**src/rtl/pipe_skid_reg_if.sv**
```systemverilog
// Valid/ready handshake bundle for pipe_skid_reg. The DUT uses the slave side and the
// upstream/downstream driver uses the master side.
interface pipe_skid_reg_if #(
    parameter int DW = 32
);
    logic          flush_i;
    logic          in_valid_i;
    logic          in_ready_o;
    logic [DW-1:0] in_data_i;
    logic          out_valid_o;
    logic          out_ready_i;
    logic [DW-1:0] out_data_o;
    logic [1:0]    count_o;

    modport slave (
        input  flush_i, in_valid_i, in_data_i, out_ready_i,
        output in_ready_o, out_valid_o, out_data_o, count_o
    );

    modport master (
        output flush_i, in_valid_i, in_data_i, out_ready_i,
        input  in_ready_o, out_valid_o, out_data_o, count_o
    );
endinterface

```
**src/rtl/pipe_skid_reg.sv**
```systemverilog
// Elastic pipeline stage: a main entry and a skid entry. This keeps full throughput while
// in_ready_o remains a flop. Flush and empty slots read back as the NOP payload.
//
// state    | meaning
// ---------+------------------------------------------------
// ST_EMPTY | nothing held, out_valid_o=0, count 0
// ST_BUSY  | main entry valid, count 1
// ST_FULL  | main and skid valid, count 2, input blocked
module pipe_skid_reg #(
    parameter int            DW  = 32,
    parameter logic [DW-1:0] NOP = DW'(32'h0000_0013)
) (
    input  logic              clk,
    input  logic              rst,
    pipe_skid_reg_if.slave    bus
);

    typedef enum logic [1:0] {
        ST_EMPTY = 2'd0,
        ST_BUSY  = 2'd1,
        ST_FULL  = 2'd2
    } state_t;

    state_t        r_state;
    state_t        w_state_nxt;
    logic [DW-1:0] r_main;
    logic [DW-1:0] r_skid;
    logic [DW-1:0] w_main_nxt;
    logic [DW-1:0] w_skid_nxt;
    logic          r_in_ready;
    logic          w_in_fire;
    logic          w_out_fire;

    assign w_in_fire  = bus.in_valid_i & r_in_ready;
    assign w_out_fire = (r_state != ST_EMPTY) & bus.out_ready_i;

    always_ff @(posedge clk) begin
        if (!rst) begin
            r_state    <= ST_EMPTY;
            r_main     <= NOP;
            r_skid     <= NOP;
            r_in_ready <= 1'b1;
        end else begin
            r_state    <= w_state_nxt;
            r_main     <= w_main_nxt;
            r_skid     <= w_skid_nxt;
            r_in_ready <= (w_state_nxt != ST_FULL);
        end
    end

    always_comb begin
        w_state_nxt = r_state;
        w_main_nxt  = r_main;
        w_skid_nxt  = r_skid;
        case (r_state)
            ST_EMPTY: begin
                if (w_in_fire) begin
                    w_main_nxt  = bus.in_data_i;
                    w_state_nxt = ST_BUSY;
                end
            end
            ST_BUSY: begin
                if (w_in_fire && w_out_fire) begin
                    w_main_nxt = bus.in_data_i;
                end else if (w_in_fire) begin
                    w_skid_nxt  = bus.in_data_i;
                    w_state_nxt = ST_FULL;
                end else if (w_out_fire) begin
                    w_main_nxt  = NOP;
                    w_state_nxt = ST_EMPTY;
                end
            end
            ST_FULL: begin
                if (w_out_fire) begin
                    w_main_nxt  = r_skid;
                    w_skid_nxt  = NOP;
                    w_state_nxt = ST_BUSY;
                end
            end
            default: begin
                w_main_nxt  = NOP;
                w_skid_nxt  = NOP;
                w_state_nxt = ST_EMPTY;
            end
        endcase
        // A flush still lets the presented main entry complete downstream; only the held copies are dropped.
        if (bus.flush_i) begin
            w_main_nxt  = NOP;
            w_skid_nxt  = NOP;
            w_state_nxt = ST_EMPTY;
        end
    end

    always_comb begin
        bus.out_valid_o = (r_state != ST_EMPTY);
        bus.out_data_o  = r_main;
        bus.in_ready_o  = r_in_ready;
        bus.count_o     = r_state;
    end

endmodule
```
**src/flat_wrapper.sv**
```systemverilog
// flat-port wrapper written by rule: the top's interface ports become plain ports
module pipe_skid_reg_flat 
#(
    parameter int            DW  = 32,
    parameter logic [DW-1:0] NOP = DW'(32'h0000_0013)
)
  (clk, rst, bus_flush_i, bus_in_valid_i, bus_in_data_i, bus_out_ready_i, bus_in_ready_o, bus_out_valid_o, bus_out_data_o, bus_count_o);
  pipe_skid_reg_if #(.DW(DW)) bus_i ();
  input  logic clk;
  input  logic rst;
  input wire logic [$bits(bus_i.flush_i)-1:0] bus_flush_i;
  input wire logic [$bits(bus_i.in_valid_i)-1:0] bus_in_valid_i;
  input wire logic [$bits(bus_i.in_data_i)-1:0] bus_in_data_i;
  input wire logic [$bits(bus_i.out_ready_i)-1:0] bus_out_ready_i;
  output wire logic [$bits(bus_i.in_ready_o)-1:0] bus_in_ready_o;
  output wire logic [$bits(bus_i.out_valid_o)-1:0] bus_out_valid_o;
  output wire logic [$bits(bus_i.out_data_o)-1:0] bus_out_data_o;
  output wire logic [$bits(bus_i.count_o)-1:0] bus_count_o;
  assign bus_i.flush_i = bus_flush_i;
  assign bus_i.in_valid_i = bus_in_valid_i;
  assign bus_i.in_data_i = bus_in_data_i;
  assign bus_i.out_ready_i = bus_out_ready_i;
  assign bus_in_ready_o = bus_i.in_ready_o;
  assign bus_out_valid_o = bus_i.out_valid_o;
  assign bus_out_data_o = bus_i.out_data_o;
  assign bus_count_o = bus_i.count_o;
  pipe_skid_reg #(.DW(DW), .NOP(NOP)) u_core (.clk(clk), .rst(rst), .bus(bus_i));
endmodule
```
**config.mk**
```make
export PLATFORM = sky130hd
export DESIGN_NAME = pipe_skid_reg_flat
export DESIGN_NICKNAME = d
export VERILOG_FILES = /design/src/rtl/pipe_skid_reg_if.sv /design/src/rtl/pipe_skid_reg.sv /design/src/flat_wrapper.sv
export SDC_FILE = /design/constraint.sdc
export NUM_CORES = 1
export LEC_CHECK = 0
export ABC_AREA = 1
export CORE_ASPECT_RATIO = 0.8
export CORE_MARGIN = 5
export CORE_UTILIZATION = 48
export CTS_CLUSTER_DIAMETER = 60
export DETAILED_ROUTE_END_ITERATION = 6
export GPL_TIMING_DRIVEN = 0
export PLACE_DENSITY = 0.76
export SYNTH_ARGS = -nofsm -noshare
export SYNTH_HDL_FRONTEND = slang
export SYNTH_SLANG_ARGS = --single-unit
```
**constraint.sdc**
```tcl
create_clock -name clk -period 2.1 [get_ports clk]
set_clock_uncertainty 0.2 [all_clocks]
set_input_delay 0.42 -clock clk [delete_from_list [all_inputs] [get_ports clk]]
set_output_delay 0.42 -clock clk [all_outputs]
set_load 0.01 [all_outputs]
```
==> results of run 1 <==
logic make-up (layout without fill, tap and decap cells):
| group | after synthesis | count (layout) | synth area share (%) |
|---|---|---|---|
| DFF | 67 | 67 | 39.3 |
| AOI/OAI and AO/OA | 4 | 4 | 0.696 |
| and+or+nand+nor | 409 | 409 | 49.5 |
| buffers and inverters | 84 | 172 | 10.6 |
worst max-delay path, delay by kind of cell:
kind                   cells  cell delay, ns
and+or+nand+nor            3            0.38
buffers and inverters      4            1.26
area by class of cell:
type / count / area [um2] / share of cell area, %
repair buffers: 72 / 719 / 16.1
flip-flops and latches: 67 / 1340 / 30.1
plain buffers: 31 / 165 / 3.70
inverters: 53 / 199 / 4.45
clock inverters: 4 / 73.8 / 1.65
multi-input cells: 413 / 1710 / 38.3
well taps: 87 / 109 / 2.44
clock buffers: 12 / 145 / 3.25
final timing paths:
path                            depth (start not counted)                         to             startpoint
worst max-delay path                                    7  u_core.bus.out_data_o[19]                    rst
worst min-delay path                                    2           u_core.r_skid[0]       u_core.r_skid[0]
worst max register to register                          9          u_core.r_skid[29]  u_core.bus.count_o[0]
worst min register to register                          2           u_core.r_skid[0]       u_core.r_skid[0]
registers in the layout, indices dropped and copies added, names as in the netlist:
| register | cells |
|---|---|
| u_core.bus.count_o | 2 |
| u_core.bus.in_ready_o | 1 |
| u_core.bus.out_data_o | 32 |
| u_core.r_skid | 32 |
per-stage QoR:
step / cells / power [mW] / area, um2
CTS: 739 / 2.94 / 4470
finish: 739 / 2.93 / 4470
global route: 739 / 3.05 / 4470
detailed placement: 723 / 1.75 / 4240
floorplan: 564 / 1.56 / 3410
global placement: 723 / 1.75 / 4240
power by group through the flow:
stage	clock network (mW)	logic (mW)	registers, mW
6_report	1.21	0.406	1.32
5_1_grt	1.28	0.447	1.32
4_1_cts	1.21	0.406	1.32
3_5_place_dp	0	0.404	1.35
3_3_place_gp	0	0.398	1.35
2_1_floorplan	0	0.200	1.36
synth_stat cells:
cell / count
buf_6: 1
clkbuf_1: 4
nand2_2: 4
dfxtp_1: 67
nor2_1: 101
nand3b_1: 15
buf_4: 5
nand2_1: 224
o21ai_1: 3
inv_1: 48
buf_2: 15
nand3_1: 64
o21ai_2: 1
inv_2: 5
buf_1: 6
nor2_4: 1
metal layers:
layer / part of all wire [%] / wire [um] / vias up / global-route usage [%]
li1: - / - / 1881 / -
met1: 47 / 4590 / 1635 / 29.1
met5: 0 / 0 / - / 0
met4: 1.7 / 169 / 0 / 7.41
met2: 44 / 4270 / 146 / 35.3
met3: 7.3 / 709 / 17 / 5.55
timing repair:
| action | in CTS | in global routing |
|---|---|---|
| gates resized for setup | 3 | 0 |
| setup buffers | 0 | 0 |
| endpoints found under the setup margin | 1 | 0 |
| hold buffers | 0 | 0 |
==> run summary, run 1 <==
RD Place Congestion: 0.871
global-route wire length before repair: 16.0 mm
worst slew pin tran: 0.574 ns
post-synth top area share: 39.3%
gr ovfl total: 0
die area: 0.00891 mm2
DR WL/cell: 13.2 um
synthesized instance count: 564
Clock power frac: 41.2%
via count: 3679
Final TNS setup: 0 ns
Synth Register Bits: 67
fmax: 509 MHz
Final Hold Viols: 0
switching share of power: 25.4%
core region area: 0.00689 mm2
initial antenna violation count: 0
crit path capture type: flop
Sw Pwr: 0.746 mW
crit start category: input pin
Leak Pwr: 2.24 nW
Cell Int Power: 2.19 mW
largest net degree at the start of global routing: 12
crit path time final: 1.97 ns
Hold Slack: 0.263 ns
crit path max fanout: 10
yosys warns: 0
Critical Path RT: 2.20 ns
most common cell after layout, fill and taps aside: nand2_1
Syn Area/Cell: 6.05 um2
flop2flop setup slack: 0.30 ns
H-tree lvl count: 3
DRC viols: 0
initial drt markers: 258
fill count: 646
slowest stage delay, CP: 0.48 ns
pre-CTS WS: -0.236 ns
Flop pwr share: 45.0%
pwr/cell area: 657 mW/mm2
cell taking the most area after synthesis: dfxtp_1
Syn Nets: 601
crit share post-route: 93.6%
status: completed
antenna fix cells: 0
Peak VDD IR: 0.455 mV
Row Count: 27
DP HPWL: 6.89 mm
CTS tree: yes
crit path kind: input pin to flop
IO Port Bufs: 72
CTS Sinks: 67
# IOs: 73
hold crit path type: flop to flop
die width: 104 um
drt via density: 4.98
critical path's slowest cell: buf_1
Slew HR: 61.7%
Post-DRT Antenna Nets: 0
Core Util, Final: 64.8%
RSZ-0062 raised after global routing: false
setup ws final: 0.134 ns
layout cells sized above 1: 7.21%
commonest cells after routing, fill and taps aside: 224 x nand2_1, 101 x nor2_1, 71 x clkdlybuf4s50_1
final-stage net count: 684
Pre-antenna DRT Iters: 5
clk buf depth: 2
Initial Util: 49.5%
worst skew pair latency: 0.34 ns
final setup fails: 0
final max-slew violation count: 0
Comb pwr share: 13.8%
Max Cap Viol: 0
CP arrival: 2.06 ns
Vert. Die Dim: 85.4 um
register area share after synthesis: 39.3%
Area Growth Syn to Fin: 30.8%
final WL: 9.73 mm
clock slew seen by the registers of the worst setup and hold paths: 0.08 ns
Distinct cells, synth: 16
Critical Path, Cell by Cell: clkdlybuf4s50_1, inv_1, nor2_1, buf_2, buf_1, nand3_1, nand2_1
CTS root buf: clkbuf_8
largest cells by area after synthesis: dfxtp_1 39%, nand2_1 25%, nor2_1 11%
CTS Buf Count: 9
Synth Cell Area: 0.00341 mm2
number of global-route vias before repair: 3383
all-layer global routing usage: 22.0%
No activity file was read; power rests on OpenSTA's default activity.
==> inputs of run 2 (changes only) <==
Settings changed: CORE_UTILIZATION 48 to 35, GPL_TIMING_DRIVEN 0 to not set, PLACE_DENSITY 0.76 to not set.
==> run 2 against run 1 <==
  * Critical path depth decreased by 6
  * Sequential share of layout area decreased by 0.76 points
  * Final area increased by 2.5%
  * Wire length decreased by 3.2%
  * Clock power increased by 8%
  * Fmax increased by 5.3%
  * First-iteration DRC count decreased by 8.5%
  * Die area increased by 33%
  * Cell count increased by 2.2%
  * Via count decreased by 3.4%
  * Hold slack got worse by 0.0023 ns
==> run summary, run 2 (same netlist as run 1, synthesis figures left out) <==
status: completed
final-stage net count: 670
final max-slew violation count: 0
layout cells sized above 1: 6.76%
Flop pwr share: 43.4%
Cell Int Power: 2.28 mW
min-delay src: u_core.r_skid[4]
RSZ-0062 raised after global routing: false
CTS Sinks: 67
CTS Buf Count: 9
DRC viols: 0
Comb pwr share: 13.6%
CP bufs+invs: 1
DP HPWL: 6.29 mm
die width: 120 um
Area Growth Syn to Fin: 34.1%
Sw Pwr: 0.763 mW
crit start category: flop
pwr/cell area: 665 mW/mm2
register area: 0.00134 mm2
via count: 3555
Leak Pwr: 2.25 nW
Slew HR: 76.0%
worst slew pin tran: 0.360 ns
crit path capture type: output pin
crit path max fanout: 3
Critical Path, Cell by Cell: clkdlybuf4s50_1
fmax: 536 MHz
flop2flop setup slack: 0.49 ns
die area: 0.0118 mm2
Initial Util: 35.7%
drt via density: 4.71
switching share of power: 25.1%
Peak VDD IR: 0.287 mV
# IOs: 73
final WL: 9.42 mm
largest net degree at the start of global routing: 40
CTS root buf: clkbuf_16
crit path time final: 1.87 ns
Post-DP Area: 0.00433 mm2
hold crit path type: flop to flop
R2R cell count: 8
cell family with the largest share of critical-path delay: buffers and inverters
fin cells: 755
initial antenna violation count: 0
Vert. Die Dim: 98.3 um
H-tree lvl count: 3
initial drt markers: 236
IO Port Bufs: 72
Row Count: 32
CTS Hold Bufs: 0
crit path kind: flop to output pin
critical path's slowest cell: clkdlybuf4s50_1
Critical Path RT: 1.48 ns
Clock power frac: 43.0%
clk buf depth: 2
FF-to-FF Start: u_core.bus.count_o[1]
multi-input logic area: 0.00173 mm2
DR WL/cell: 12.5 um
core region area: 0.00957 mm2
fin area: 0.00458 mm2
CP arrival: 1.25 ns
RD Place Congestion: 0.763
most common cell after layout, fill and taps aside: nand2_1
Final TNS setup: 0 ns
Power Total: 3.04 mW
Post-DRT Antenna Nets: 0
global-route wire length before repair: 15.9 mm
gr ovfl total: 0
antenna fix cells: 0
number of global-route vias before repair: 3372
hold depth: 2
Worst Hold Path EP: u_core.r_skid[4]
slowest stage delay, CP: 0.56 ns
Max Cap Viol: 0
commonest cells after routing, fill and taps aside: 224 x nand2_1, 98 x nor2_1, 71 x clkdlybuf4s50_1
FF-to-FF End: u_core.bus.out_data_o[5]
worst skew pair latency: 0.33 ns
Final Hold Viols: 0
all-layer global routing usage: 16.5%
crit share post-route: 88.9%
CTS tree: yes
Pre-antenna DRT Iters: 4
final setup fails: 0
clock slew seen by the registers of the worst setup and hold paths: 0.05 ns
Cell Count Post-Placement: 741
fill count: 981
==> run 2: changes by cell type in the layout (fill, tap and decap cells not counted), moves of 3 or more <==
cell,change
buf_2,-15
clkbuf_8,-10
clkbuf_16,+9
buf_4,+8
buf_1,-6
buf_12,+5
clkbuf_1,-4
nor2_1,-3
==> run 2: worst max path at each step <==
stage | end | slack (ns) | cells past startpoint | from
3_3_place_gp | u_core.r_skid[12] | 0.11 | 7 | bus_out_ready_i
6_report | bus_count_o[0] | 0.23 | 1 | u_core.bus.count_o[0]
2_1_floorplan | u_core.r_skid[11] | 0.52 | 9 | u_core.bus.count_o[0]
3_5_place_dp | u_core.bus.out_data_o[30] | 0.06 | 8 | bus_out_ready_i
5_1_grt | bus_count_o[0] | 0.19 | 1 | u_core.bus.count_o[0]
4_1_cts | bus_out_valid_o | 0.04 | 3 | u_core.bus.count_o[1]
==> run 2: metal layers <==
metal | vias up | routed length, um | GRT usage (%)
li1 | 1846 | - | -
met1 | 1615 | 4350 | 21.3
met2 | 90 | 4410 | 27.3
met3 | 4 | 608 | 4.17
met4 | 0 | 51 | 5.14
met5 | - | 0 | 0
==> run 2: layout make-up <==
cell class	instances	share of cell area, %
Multi-Input combinational cell	413	37.7
Sequential cell	67	29.3
Timing Repair Buffer	89	20.0
Clock buffer	11	5.08
Inverter	53	4.35
Tap cell	119	3.25
Clock inverter	3	0.383
==> run 2: timing repair <==
| action | CTS | global route |
|---|---|---|
| resized for setup | 0 | 1 |
| buffers inserted | 0 | 0 |
| endpoints found under the setup margin | 0 | 1 |
==> run 2: power groups by stage <==
stage	clock network (mW)	registers (mW)	logic [mW]
after floorplan	0	1.36	0.200
after detailed placement	0	1.35	0.416
after CTS	1.35	1.32	0.418
after global routing	1.39	1.33	0.461
after global placement	0	1.35	0.411
final	1.31	1.32	0.413
==> run 2: through the flow <==
step / hold slack [ns] / util, % / worst slack (ns)
2_1_floorplan: 0.229 / - / 0.522
3_3_place_gp: 0.242 / 45.2 / 0.108
3_5_place_dp: 0.252 / 45.2 / 0.0584
4_1_cts: 0.267 / 47.8 / 0.0365
5_1_grt: 0.291 / 47.8 / 0.186
6_report: 0.260 / 47.8 / 0.233
==> inputs of run 3 (changes only) <==
Settings changed: ABC_AREA 1 to not set.
==> run 3 against run 2 <==
  * Final area is 6.1% lower
  * Setup slack lost 0.16 ns
  * Via count down 16%
==> run summary, run 3 <==
status: completed
CTS Buf Count: 9
Peak VDD IR: 0.343 mV
number of global-route vias before repair: 2933
Hold Slack: 0.263 ns
IO Port Bufs: 72
CTS Hold Bufs: 0
synthesized instance count: 377
Row Count: 30
gr ovfl total: 0
CTS tree: yes
Final Hold Viols: 0
most common cell after layout, fill and taps aside: clkdlybuf4s50_1
crit start category: flop
core region area: 0.00860 mm2
initial antenna violation count: 0
crit path time final: 2.03 ns
Synth Cell Area: 0.00312 mm2
CTS Sinks: 67
crit path kind: flop to output pin
Pre-antenna DRT Iters: 5
Post-DRT Antenna Nets: 0
Syn Area/Cell: 8.27 um2
DRC viols: 0
worst skew pair latency: 0.34 ns
hold crit path type: flop to flop
Slew HR: 75.1%
largest net degree at the start of global routing: 41
die area: 0.0109 mm2
yosys warns: 0
clk buf depth: 2
asr flop ratio synth: 0%
via count: 2970
final setup fails: 0
crit path capture type: output pin
Vert. Die Dim: 94.4 um
largest cells by area after synthesis: dfxtp_1 43%, mux2i_1 9.3%, a22oi_1 7.0%
final WL: 8.95 mm
Post-synth EDFFs: 0
DP HPWL: 5.94 mm
# IOs: 73
Area Growth Syn to Fin: 37.9%
Max Cap Viol: 0
Top FF cell, synth: dfxtp_1
post-synth top area share: 43.0%
DR WL/cell: 15.8 um
RSZ-0062 raised after global routing: false
cell family with the largest share of critical-path delay: buffers and inverters
most common cell in the netlist: dfxtp_1
Leak Pwr: 1.48 nW
Initial Util: 36.3%
pwr/cell area: 689 mW/mm2
Critical Path, Cell by Cell: nor2_2, inv_1, clkdlybuf4s50_1
Syn Nets: 414
all-layer global routing usage: 16.7%
CTS root buf: clkbuf_8
Synth top cells by count: 67 x dfxtp_1, 52 x nand2_1, 32 x nor2_1
initial drt markers: 269
worst slew pin tran: 0.373 ns
drt via density: 5.25
die width: 116 um
H-tree lvl count: 3
CP bufs+invs: 2
antenna fix cells: 0
Critical Path RT: 1.48 ns
commonest cells after routing, fill and taps aside: 72 x clkdlybuf4s50_1, 65 x dfxtp_1, 52 x nand2_1
layout cells sized above 1: 10.6%
Power Total: 2.96 mW
fmax: 494 MHz
Synth Register Bits: 67
crit path max fanout: 3
register area share after synthesis: 43.0%
global-route wire length before repair: 14.6 mm
critical path's slowest cell: clkdlybuf4s50_1
cell taking the most area after synthesis: dfxtp_1
Distinct cells, synth: 31
final max-slew violation count: 0
crit share post-route: 96.5%
CP arrival: 1.41 ns
slowest stage delay, CP: 0.54 ns
clock slew seen by the registers of the worst setup and hold paths: 0.07 ns
RD Place Congestion: 0.764
final-stage net count: 486
==> run 3: worst register-to-register path, cell delays in order (launching register included) <==
cell and delay, ns:
dfxtp_4 0.36, buf_4 0.14, buf_12 0.18, inv_1 0.22, nand3_1 0.32, nor3_1 0.27
a21oi_1 0.07
==> run 3: cell type report <==
type,count,area (um2)
Clock buffer,10,138
Clock inverter,6,88.8
Fill cell,823,4300
Inverter,8,30.0
Multi-Input combinational cell,266,1570
Sequential cell,67,1350
Tap cell,112,140
Timing Repair Buffer,97,983
==> run 3: what timing repair did <==
item | in CTS | in global routing
gates resized for setup | 2 | 0
setup buffers | 2 | 0
endpoints found under the setup margin | 1 | 0
==> run 3: logic make-up after synthesis <==
logic type	after synthesis	share of synthesized area, %
buffers and inverters	44	6.82
xor gates and xnor gates	2	0.562
muxes	29	9.31
AOI/OAI and AO/OA	102	21.4
and+or+nand+nor	133	18.9
DFF	67	43.0
==> run 3: report_power, final <==
part	leakage, nW	switching, mW	internal (mW)
Sequential	0.544	0.0154	1.29
Clock	0.108	0.513	0.701
Combinational	0.833	0.223	0.217
Total	1.48	0.751	2.21
==> run 3: stage by stage <==
step	TNS, ns	std cells	util, %	area [um2]	worst slack, ns
floorplan	0	377	-	3120	0.401
global placement	0	548	47.2	4050	0.0403
detailed placement	-0.103	548	47.2	4050	-0.0477
CTS	0	566	50.0	4300	0.0481
global route	0	566	50.0	4300	0.00800
finish	0	566	50.0	4300	0.0737
==> run 3: routing by layer <==
layer  up-vias  global-route usage [%]  share of wire [%]
li1       1487                       -                  -
met1      1383                    22.2                 46
met2        91                    27.1                 47
met3         9                    3.91                6.3
met4         0                    4.99               0.99
met5         -                       0                  0
==> run 3: path summary, 6_finish.rpt <==
check | startpoint | end | slack, ns | cells after the start
setup / recovery | u_core.bus.count_o[0] | bus_out_valid_o | 0.07 | 3
hold reg to reg | u_core.r_skid[23] | u_core.r_skid[23] | 0.26 | 2
setup reg to reg | u_core.bus.count_o[1] | u_core.r_skid[0] | 0.23 | 6
hold / removal | u_core.r_skid[23] | u_core.r_skid[23] | 0.26 | 2
